$ cat src/rtl/trig_coax_tx_if.sv
// Trigger-side bundle of trig_coax_tx: requests, enables and calibration control in,
// coax drive, status and the sent-pulse counter readout out.
interface trig_coax_tx_if #(
    parameter int NCH = 16
);
    logic [NCH-1:0] trig_in;
    logic [NCH-1:0] ch_en;
    logic           cal_start;
    logic [3:0]     cnt_sel;
    logic           cnt_clr;
    logic [NCH-1:0] coax_out;
    logic           cal_busy;
    logic [1:0]     phase;
    logic [15:0]    cnt_out;

    modport master (
        output trig_in, ch_en, cal_start, cnt_sel, cnt_clr,
        input  coax_out, cal_busy, phase, cnt_out
    );

    modport slave (
        input  trig_in, ch_en, cal_start, cnt_sel, cnt_clr,
        output coax_out, cal_busy, phase, cnt_out
    );
endinterface

$ cat src/rtl/trig_coax_tx.sv
// Coax trigger transmitter: slot-quantised trigger pulses plus quiet/sync/guard calibration burst.
// Optional per-channel sent-pulse counters are built when TRIGTX_COUNT_EN is defined.
module trig_coax_tx #(
    parameter int NCH         = 16,
    parameter int QUIET_TICKS = 250,
    parameter int NSYNC       = 55,
    parameter int GUARD_TICKS = 8
) (
    input  logic           clk_adc,
    input  logic           nrst,
    trig_coax_tx_if.slave  bus
);
    localparam int TMAX = (QUIET_TICKS > GUARD_TICKS) ? QUIET_TICKS : GUARD_TICKS;
    localparam int TW   = $clog2(TMAX + 1);

    typedef enum logic [1:0] {IDLE, QUIET, SYNC, GUARD} state_e;

    state_e         state_q, state_d;
    logic [1:0]     phase_q;
    logic [TW-1:0]  tick_q, tick_d;
    logic [5:0]     sync_q, sync_d;
    logic [NCH-1:0] pend_q, pend_d;
    logic [NCH-1:0] coax_q, coax_d;

    always_ff @(posedge clk_adc or negedge nrst) begin
        if (!nrst) begin
            state_q <= IDLE;
            phase_q <= 2'd0;
            tick_q  <= '0;
            sync_q  <= '0;
            pend_q  <= '0;
            coax_q  <= '0;
        end else begin
            state_q <= state_d;
            phase_q <= phase_q + 2'd1;
            tick_q  <= tick_d;
            sync_q  <= sync_d;
            pend_q  <= pend_d;
            coax_q  <= coax_d;
        end
    end

    // Outputs only ever load on the phase==3 cycle, so every pulse lands on phase==0.
    always_comb begin
        state_d = state_q;
        tick_d  = tick_q;
        sync_d  = sync_q;
        pend_d  = '0;
        coax_d  = '0;
        case (state_q)
            IDLE: begin
                if (phase_q == 2'd3) coax_d = bus.ch_en & (pend_q | bus.trig_in);
                else                 pend_d = pend_q | bus.trig_in;
                if (bus.cal_start) begin
                    state_d = QUIET;
                    tick_d  = '0;
                end
            end
            QUIET: begin
                if (tick_q == TW'(QUIET_TICKS - 1)) begin
                    state_d = SYNC;
                    sync_d  = '0;
                end else begin
                    tick_d = tick_q + 1'b1;
                end
            end
            SYNC: begin
                if (phase_q == 2'd3) begin
                    coax_d = bus.ch_en;
                    if (sync_q == 6'(NSYNC - 1)) begin
                        state_d = GUARD;
                        tick_d  = '0;
                    end else begin
                        sync_d = sync_q + 6'd1;
                    end
                end
            end
            GUARD: begin
                if (tick_q == TW'(GUARD_TICKS - 1)) state_d = IDLE;
                else                                tick_d  = tick_q + 1'b1;
            end
            default: state_d = IDLE;
        endcase
    end

    assign bus.coax_out = coax_q;
    assign bus.cal_busy = (state_q != IDLE);
    assign bus.phase    = phase_q;

`ifdef TRIGTX_COUNT_EN
    logic [NCH-1:0][15:0] cnt_q, cnt_d;
    logic [15:0]          cnt_out_q, cnt_out_d;
    logic [NCH-1:0]       inc;

    // Only trigger-path loads count; sync loads happen outside IDLE.
    assign inc = (state_q == IDLE && phase_q == 2'd3) ? coax_d : '0;

    always_comb begin
        cnt_d = cnt_q;
        if (bus.cnt_clr) begin
            cnt_d = '0;
        end else begin
            for (int j = 0; j < NCH; j++)
                if (inc[j] && cnt_q[j] != 16'hFFFF) cnt_d[j] = cnt_q[j] + 16'd1;
        end
        cnt_out_d = '0;
        for (int j = 0; j < NCH; j++)
            if (int'(bus.cnt_sel) == j) cnt_out_d = cnt_q[j];
    end

    always_ff @(posedge clk_adc or negedge nrst) begin
        if (!nrst) begin
            cnt_q     <= '0;
            cnt_out_q <= '0;
        end else begin
            cnt_q     <= cnt_d;
            cnt_out_q <= cnt_out_d;
        end
    end

    assign bus.cnt_out = cnt_out_q;
`else
    logic unused_cnt;
    assign unused_cnt  = ^{bus.cnt_sel, bus.cnt_clr};
    assign bus.cnt_out = 16'd0;
`endif
endmodule

$ cat src/flat_wrapper.sv
// flat-port wrapper written by rule: the top's interface ports become plain ports
module trig_coax_tx_flat 
#(
    parameter int NCH         = 16,
    parameter int QUIET_TICKS = 250,
    parameter int NSYNC       = 55,
    parameter int GUARD_TICKS = 8
)
  (clk_adc, nrst, bus_trig_in, bus_ch_en, bus_cal_start, bus_cnt_sel, bus_cnt_clr, bus_coax_out, bus_cal_busy, bus_phase, bus_cnt_out);
  trig_coax_tx_if #(.NCH(NCH)) bus_i ();
  input  logic clk_adc;
  input  logic nrst;
  input wire logic [$bits(bus_i.trig_in)-1:0] bus_trig_in;
  input wire logic [$bits(bus_i.ch_en)-1:0] bus_ch_en;
  input wire logic [$bits(bus_i.cal_start)-1:0] bus_cal_start;
  input wire logic [$bits(bus_i.cnt_sel)-1:0] bus_cnt_sel;
  input wire logic [$bits(bus_i.cnt_clr)-1:0] bus_cnt_clr;
  output wire logic [$bits(bus_i.coax_out)-1:0] bus_coax_out;
  output wire logic [$bits(bus_i.cal_busy)-1:0] bus_cal_busy;
  output wire logic [$bits(bus_i.phase)-1:0] bus_phase;
  output wire logic [$bits(bus_i.cnt_out)-1:0] bus_cnt_out;
  assign bus_i.trig_in = bus_trig_in;
  assign bus_i.ch_en = bus_ch_en;
  assign bus_i.cal_start = bus_cal_start;
  assign bus_i.cnt_sel = bus_cnt_sel;
  assign bus_i.cnt_clr = bus_cnt_clr;
  assign bus_coax_out = bus_i.coax_out;
  assign bus_cal_busy = bus_i.cal_busy;
  assign bus_phase = bus_i.phase;
  assign bus_cnt_out = bus_i.cnt_out;
  trig_coax_tx #(.NCH(NCH), .QUIET_TICKS(QUIET_TICKS), .NSYNC(NSYNC), .GUARD_TICKS(GUARD_TICKS)) u_core (.clk_adc(clk_adc), .nrst(nrst), .bus(bus_i));
endmodule
$ cat config.mk
export PLATFORM = sky130hd
export DESIGN_NAME = trig_coax_tx_flat
export DESIGN_NICKNAME = d
export VERILOG_FILES = /design/src/rtl/trig_coax_tx_if.sv /design/src/rtl/trig_coax_tx.sv /design/src/flat_wrapper.sv
export SDC_FILE = /design/constraint.sdc
export NUM_CORES = 1
export LEC_CHECK = 0
export BUFFER_PORTS_ARGS = -buffer_cell sky130_fd_sc_hd__buf_2
export CAP_MARGIN = 20
export CORE_AREA = 2 2 72 74
export DETAILED_ROUTE_END_ITERATION = 7
export DIE_AREA = 0 0 74 76
export PLACE_DENSITY = 0.77
export RECOVER_POWER = 50
export SLEW_MARGIN = 25
export SYNTH_ARGS = -nofsm -noshare
export SYNTH_HDL_FRONTEND = slang
export SYNTH_SLANG_ARGS = --single-unit
$ cat constraint.sdc
create_clock -name clk_adc -period 2.6 [get_ports clk_adc]
set_input_delay 0.52 -clock clk_adc [delete_from_list [all_inputs] [get_ports clk_adc]]
set_output_delay 0.52 -clock clk_adc [all_outputs]
set_load 0.01 [all_outputs]
* Word-level counts from Yosys, hierarchy flattened
Cells that the tools add are included.
** Operators by class
- Add/subtract/negate cells :: 3
- Eq/ne operators :: 15
- Muxes and demuxes :: 21
- Bitwise logic cells :: 2
- Reductions and logical operators :: 6
** Operator list (number)
- 16-bit two-way mux :: 4
- 8-bit two-way mux :: 5
- 16-bit one-hot mux with 2 select lines :: 1
- 8-bit one-hot mux with 4 select lines :: 1
- 6-bit two-way mux :: 3
- 16-bit bitwise AND :: 1
- 16-bit bitwise OR :: 1
- 6-bit one-hot mux with 2 select lines :: 1
- 2-bit two-way mux :: 5
- 5-bit AND reduction :: 2
- 8-bit by 1-bit adder with 8-bit output (second input constant) :: 1
- 8-bit by 3-bit equality test with 1-bit output (second input constant) :: 1
- 8-bit equality test (second input constant) :: 1
- 2-bit by 1-bit != test with 1-bit output (second input constant) :: 4
- 2-bit != test (second input constant) :: 4
- 2-bit one-hot mux with 4 select lines :: 1
- 6-bit by 1-bit adder with 6-bit output (second input constant) :: 1
- 2-bit equality test (second input constant) :: 3
- 6-bit equality test (second input constant) :: 1
- 4-bit AND reduction :: 1
- 2-bit nonzero test :: 2
- 2-bit by 1-bit adder with 2-bit output (second input constant) :: 1
- 2-bit by 1-bit equality test with 1-bit output (second input constant) :: 1
- 2-bit logical NOT :: 1
** Storage, ports and cells
- Flip-flop bits (word level) :: 50

* Logic depth before layout (Yosys ltp)
- Word-level depth :: 4
- Depth in mapped cells :: 8

* Worst setup path before layout
Ideal clock, no wire load.
- Path type :: register to register
- Start point :: register u_core.state_q[0]
- End point :: register u_core.state_q[1]
- Setup time :: 0.125 ns
- Data arrival time :: 1.747 ns
- Slack :: 0.728 ns
- Stages on the path, launching flop included :: 7
- Path buffers :: 1
- Period minus slack after synthesis :: 1.872 ns
- Cells stage by stage :: dfrtp_1 > inv_1 > ha_1 > clkbuf_1 > a221o_1 > a211o_1 > mux2_4
** On the way
- Longest elaborated chain between the ends :: 3
- Elaborated cells between the ends (all ways) :: 11
** RTL lines
- from (decl) :: RTL line trig_coax_tx.sv:18 : state_e state_q, state_d;
- from (signal assigned) :: RTL line trig_coax_tx.sv:34 : state_q <= state_d;
- 2-bit equality test, or another cell as far along :: RTL line trig_coax_tx.sv:50 : case (state_q)
- 2-bit by 1-bit != test with 1-bit output (no source line) / 2-bit != test (equally long branches)
- 5-bit AND reduction (no source line)
Parallel ways exist; a longest one is shown, timed or not.
A chain may end at the register's enable or synchronous reset.

* Worst setup path after layout
Same ends and word-level chain as after synthesis.

==> impl_metrics.ini <==
[run_status]
outcome = finished clean

[setup_path]
endpoint_kind = flip-flop
reg2regPathDepth = 6
critPathMaxFanout = 7
reg2reg_slack_ns = 0.58
criticalPathCategory = reg2reg
cp-start-kind = flip-flop
crit_required_ns = 2.80
worstPathArrival_ns = 2.21
r2r_start = u_core.state_q[0]
r2r-end = u_core.state_q[1]

[global_routing]
met1_usage_pct = 25.1
grt_first_pass_wirelength_um = 7910
antenna_found_initial = 0
grt_max_degree = 40
grt_overflow = 0
grt_pass1_vias = 1714
track_usage_pct = 17.7
met3_usage_pct = 4.10
grt.busiest_layer = met2
use_met2_pct = 27.2

[die]
rows = 26
start_util_pct = 48.2
ios = 75
die_w_um = 74
core_um2 = 4910
die-area_um2 = 5620
die_y_um = 76

[route]
detail_route.wl_per_cell_um = 13.4
wl_um = 4670
vias = 1792
via_per_inst = 5.15
firstDrtPassIters = 4
drt_iter0_markers = 158
postRouteAntennaNets = 0
drc_errors = 0

[synth]
synth_edf_count = 0
seq_area_frac_synth_pct = 52.9
avgSynthCellArea_um2 = 10.8
syn_area_um2 = 2370
syn_inst = 219
synth-warning-count = 0
ys_ff_latch = 50
synth_cell_type_count = 42
async_flop_share_pct = 100
ys.flop_type = dfrtp_1

[cts]
clk_pin_slew_ns = 0.09
ctsResizeCount = 0
cts_num_sinks = 50
ctsHtreeMaxLevel = 2
clock_latency_ns = 0.30
cts_setup_buffers = 0
holdBufCountCts = 0
clk_path_buf_depth = 2
cts_tree = yes
cts_inserted_buffers = 5
cts_root_buf = clkbuf_8

[place]
gp_congestion = 0.820
hpwl_um = 3310
port_buffers = 53

[final_layout]
diodes = 0
fillers = 459
drive_gt1_share_pct = 22.3
syn2layout_area_growth_pct = 16.8
finalNetCount = 326

[sta]
max_freq_ghz = 0.496
slew_violations = 0
rsz0062_at_grt = false
setup-tns-final_ns = 0
hold_viol_final = 0
tightest_slew_ns = 0.860
fin_worst_skew_ns = 0.00273
period_minus_slack_ns = 2.02
slew_headroom_pct = 42.7
setup_viol = 0
fin_crit_sh_pct = 77.5

[pwr]
p_leak_uw = 0.00149
vdd_drop_max_mv = 0.398
finalPower_uw = 1390
power_density_nw_per_um2 = 503

[job]
max_cap_viol_count = 0

[worst_hold_path]
hold_class = in2async
==> cells in the mapped netlist, types with 3 or more instances <==
| master | count | share of area, % |
|---|---|---|
| dfrtp_1 | 50 | 53 |
| nand3_1 | 9 | 1.9 |
| inv_1 | 11 | 1.7 |
| and3_1 | 4 | 1.1 |
| nor2_1 | 38 | 6.0 |
| a31oi_1 | 3 | 0.79 |
| buf_4 | 16 | 5.1 |
| nor3_1 | 3 | 0.63 |
| nand2_1 | 4 | 0.63 |
| clkbuf_1 | 4 | 0.63 |
| o31ai_1 | 3 | 0.95 |
| o311a_1 | 16 | 6.8 |
| a22o_1 | 3 | 1.1 |
| o21ai_0 | 4 | 0.85 |
| ha_1 | 9 | 4.8 |
| o21ai_1 | 6 | 1.3 |
| nand4_1 | 3 | 0.79 |
==> worst max path at each step <==
stage | from | cells after the start | to | slack [ns]
2_1_floorplan | u_core.state_q[0] | 6 | u_core.state_q[1] | 0.73
3_3_place_gp | u_core.state_q[0] | 6 | u_core.state_q[1] | 0.65
3_5_place_dp | u_core.state_q[0] | 6 | u_core.state_q[1] | 0.61
4_1_cts | u_core.state_q[0] | 6 | u_core.state_q[1] | 0.58
5_1_grt | u_core.state_q[0] | 6 | u_core.tick_q[5] | 0.46
6_report | u_core.state_q[0] | 6 | u_core.state_q[1] | 0.58
==> layer usage <==
metal	part of all wire (%)	wire length, um	vias to the layer above
met5	0	0	-
met4	1.2	55	0
met3	4.4	207	6
met2	49	2310	45
met1	45	2100	863
li1	-	-	878
==> layout by cell type (no fill, tap or decap), drive strengths merged, types with 2 or more instances in the layout <==
cell     n
a221o    2
ha       9
clkbuf  14
nand4    3
o21ai   10
a21boi   2
nor2    38
o311a   16
buf     49
nor3     3
a211o    2
a21oi    2
a31oi    3
mux2     2
nand3    9
nand2    4
a22o     3
nand4b   2
nor2b    2
conb    16
nand2b   2
mux2i    2
inv     12
and3     4
dfrtp   50
o31ai    3
==> report_power, final <==
part           switching [uW]  internal [uW]  total (uW)
Sequential                  0            777         777
Clock                     264            289         553
Combinational            39.8           22.1        61.9
==> state kept, by name (all words and copies together), names as in the netlist <==
register             cells
u_core.bus.coax_out     16
u_core.pend_q           16
u_core.tick_q            8
u_core.sync_q            6
u_core.bus.phase         2
u_core.state_q           2
==> worst max-delay path, stage by stage, from the launching register on <==
cell and delay (ns):
dfrtp_1 0.39, inv_1 0.09, ha_1 0.29, a21boi_1 0.18, a221o_1 0.35, a211o_1 0.30, mux2_4 0.31
==> cell families after synthesis <==
logic type | synth area share (%)
AO/OA/AOI/OAI | 17.0
adder cells (fa/ha/maj) | 4.76
buffers and inverters | 7.88
flip-flops | 52.9
multiplexers | 1.96
other | 0.158
AND/OR/NAND/NOR | 15.4
==> through the flow <==
| step | setup WS (ns) | std cells | instance area, um^2 | hold WS, ns | utilization [%] |
|---|---|---|---|---|---|
| final | 0.584 | 348 | 2770 | 0.318 | 56.3 |
| after global routing | 0.455 | 348 | 2770 | 0.402 | 56.3 |
| after CTS | 0.580 | 348 | 2780 | 0.352 | 56.6 |
| after detailed placement | 0.610 | 340 | 2670 | 0.437 | 54.3 |
| after global placement | 0.651 | 340 | 2670 | 0.433 | 54.3 |
| after floorplan | 0.728 | 234 | 2420 | 0.224 | - |
==> area by class of cell <==
cell class | instances | area (um^2) | share of cell area [%]
Clock buffer | 5 | 68.8 | 2.49
Clock inverter | 3 | 43.8 | 1.58
Inverter | 11 | 41.3 | 1.49
Multi-Input combinational cell | 151 | 986 | 35.7
Sequential cell | 50 | 1250 | 45.2
Tap cell | 70 | 87.6 | 3.17
Timing Repair Buffer | 58 | 287 | 10.4
Note: power is estimated with default switching activity, not from simulation.
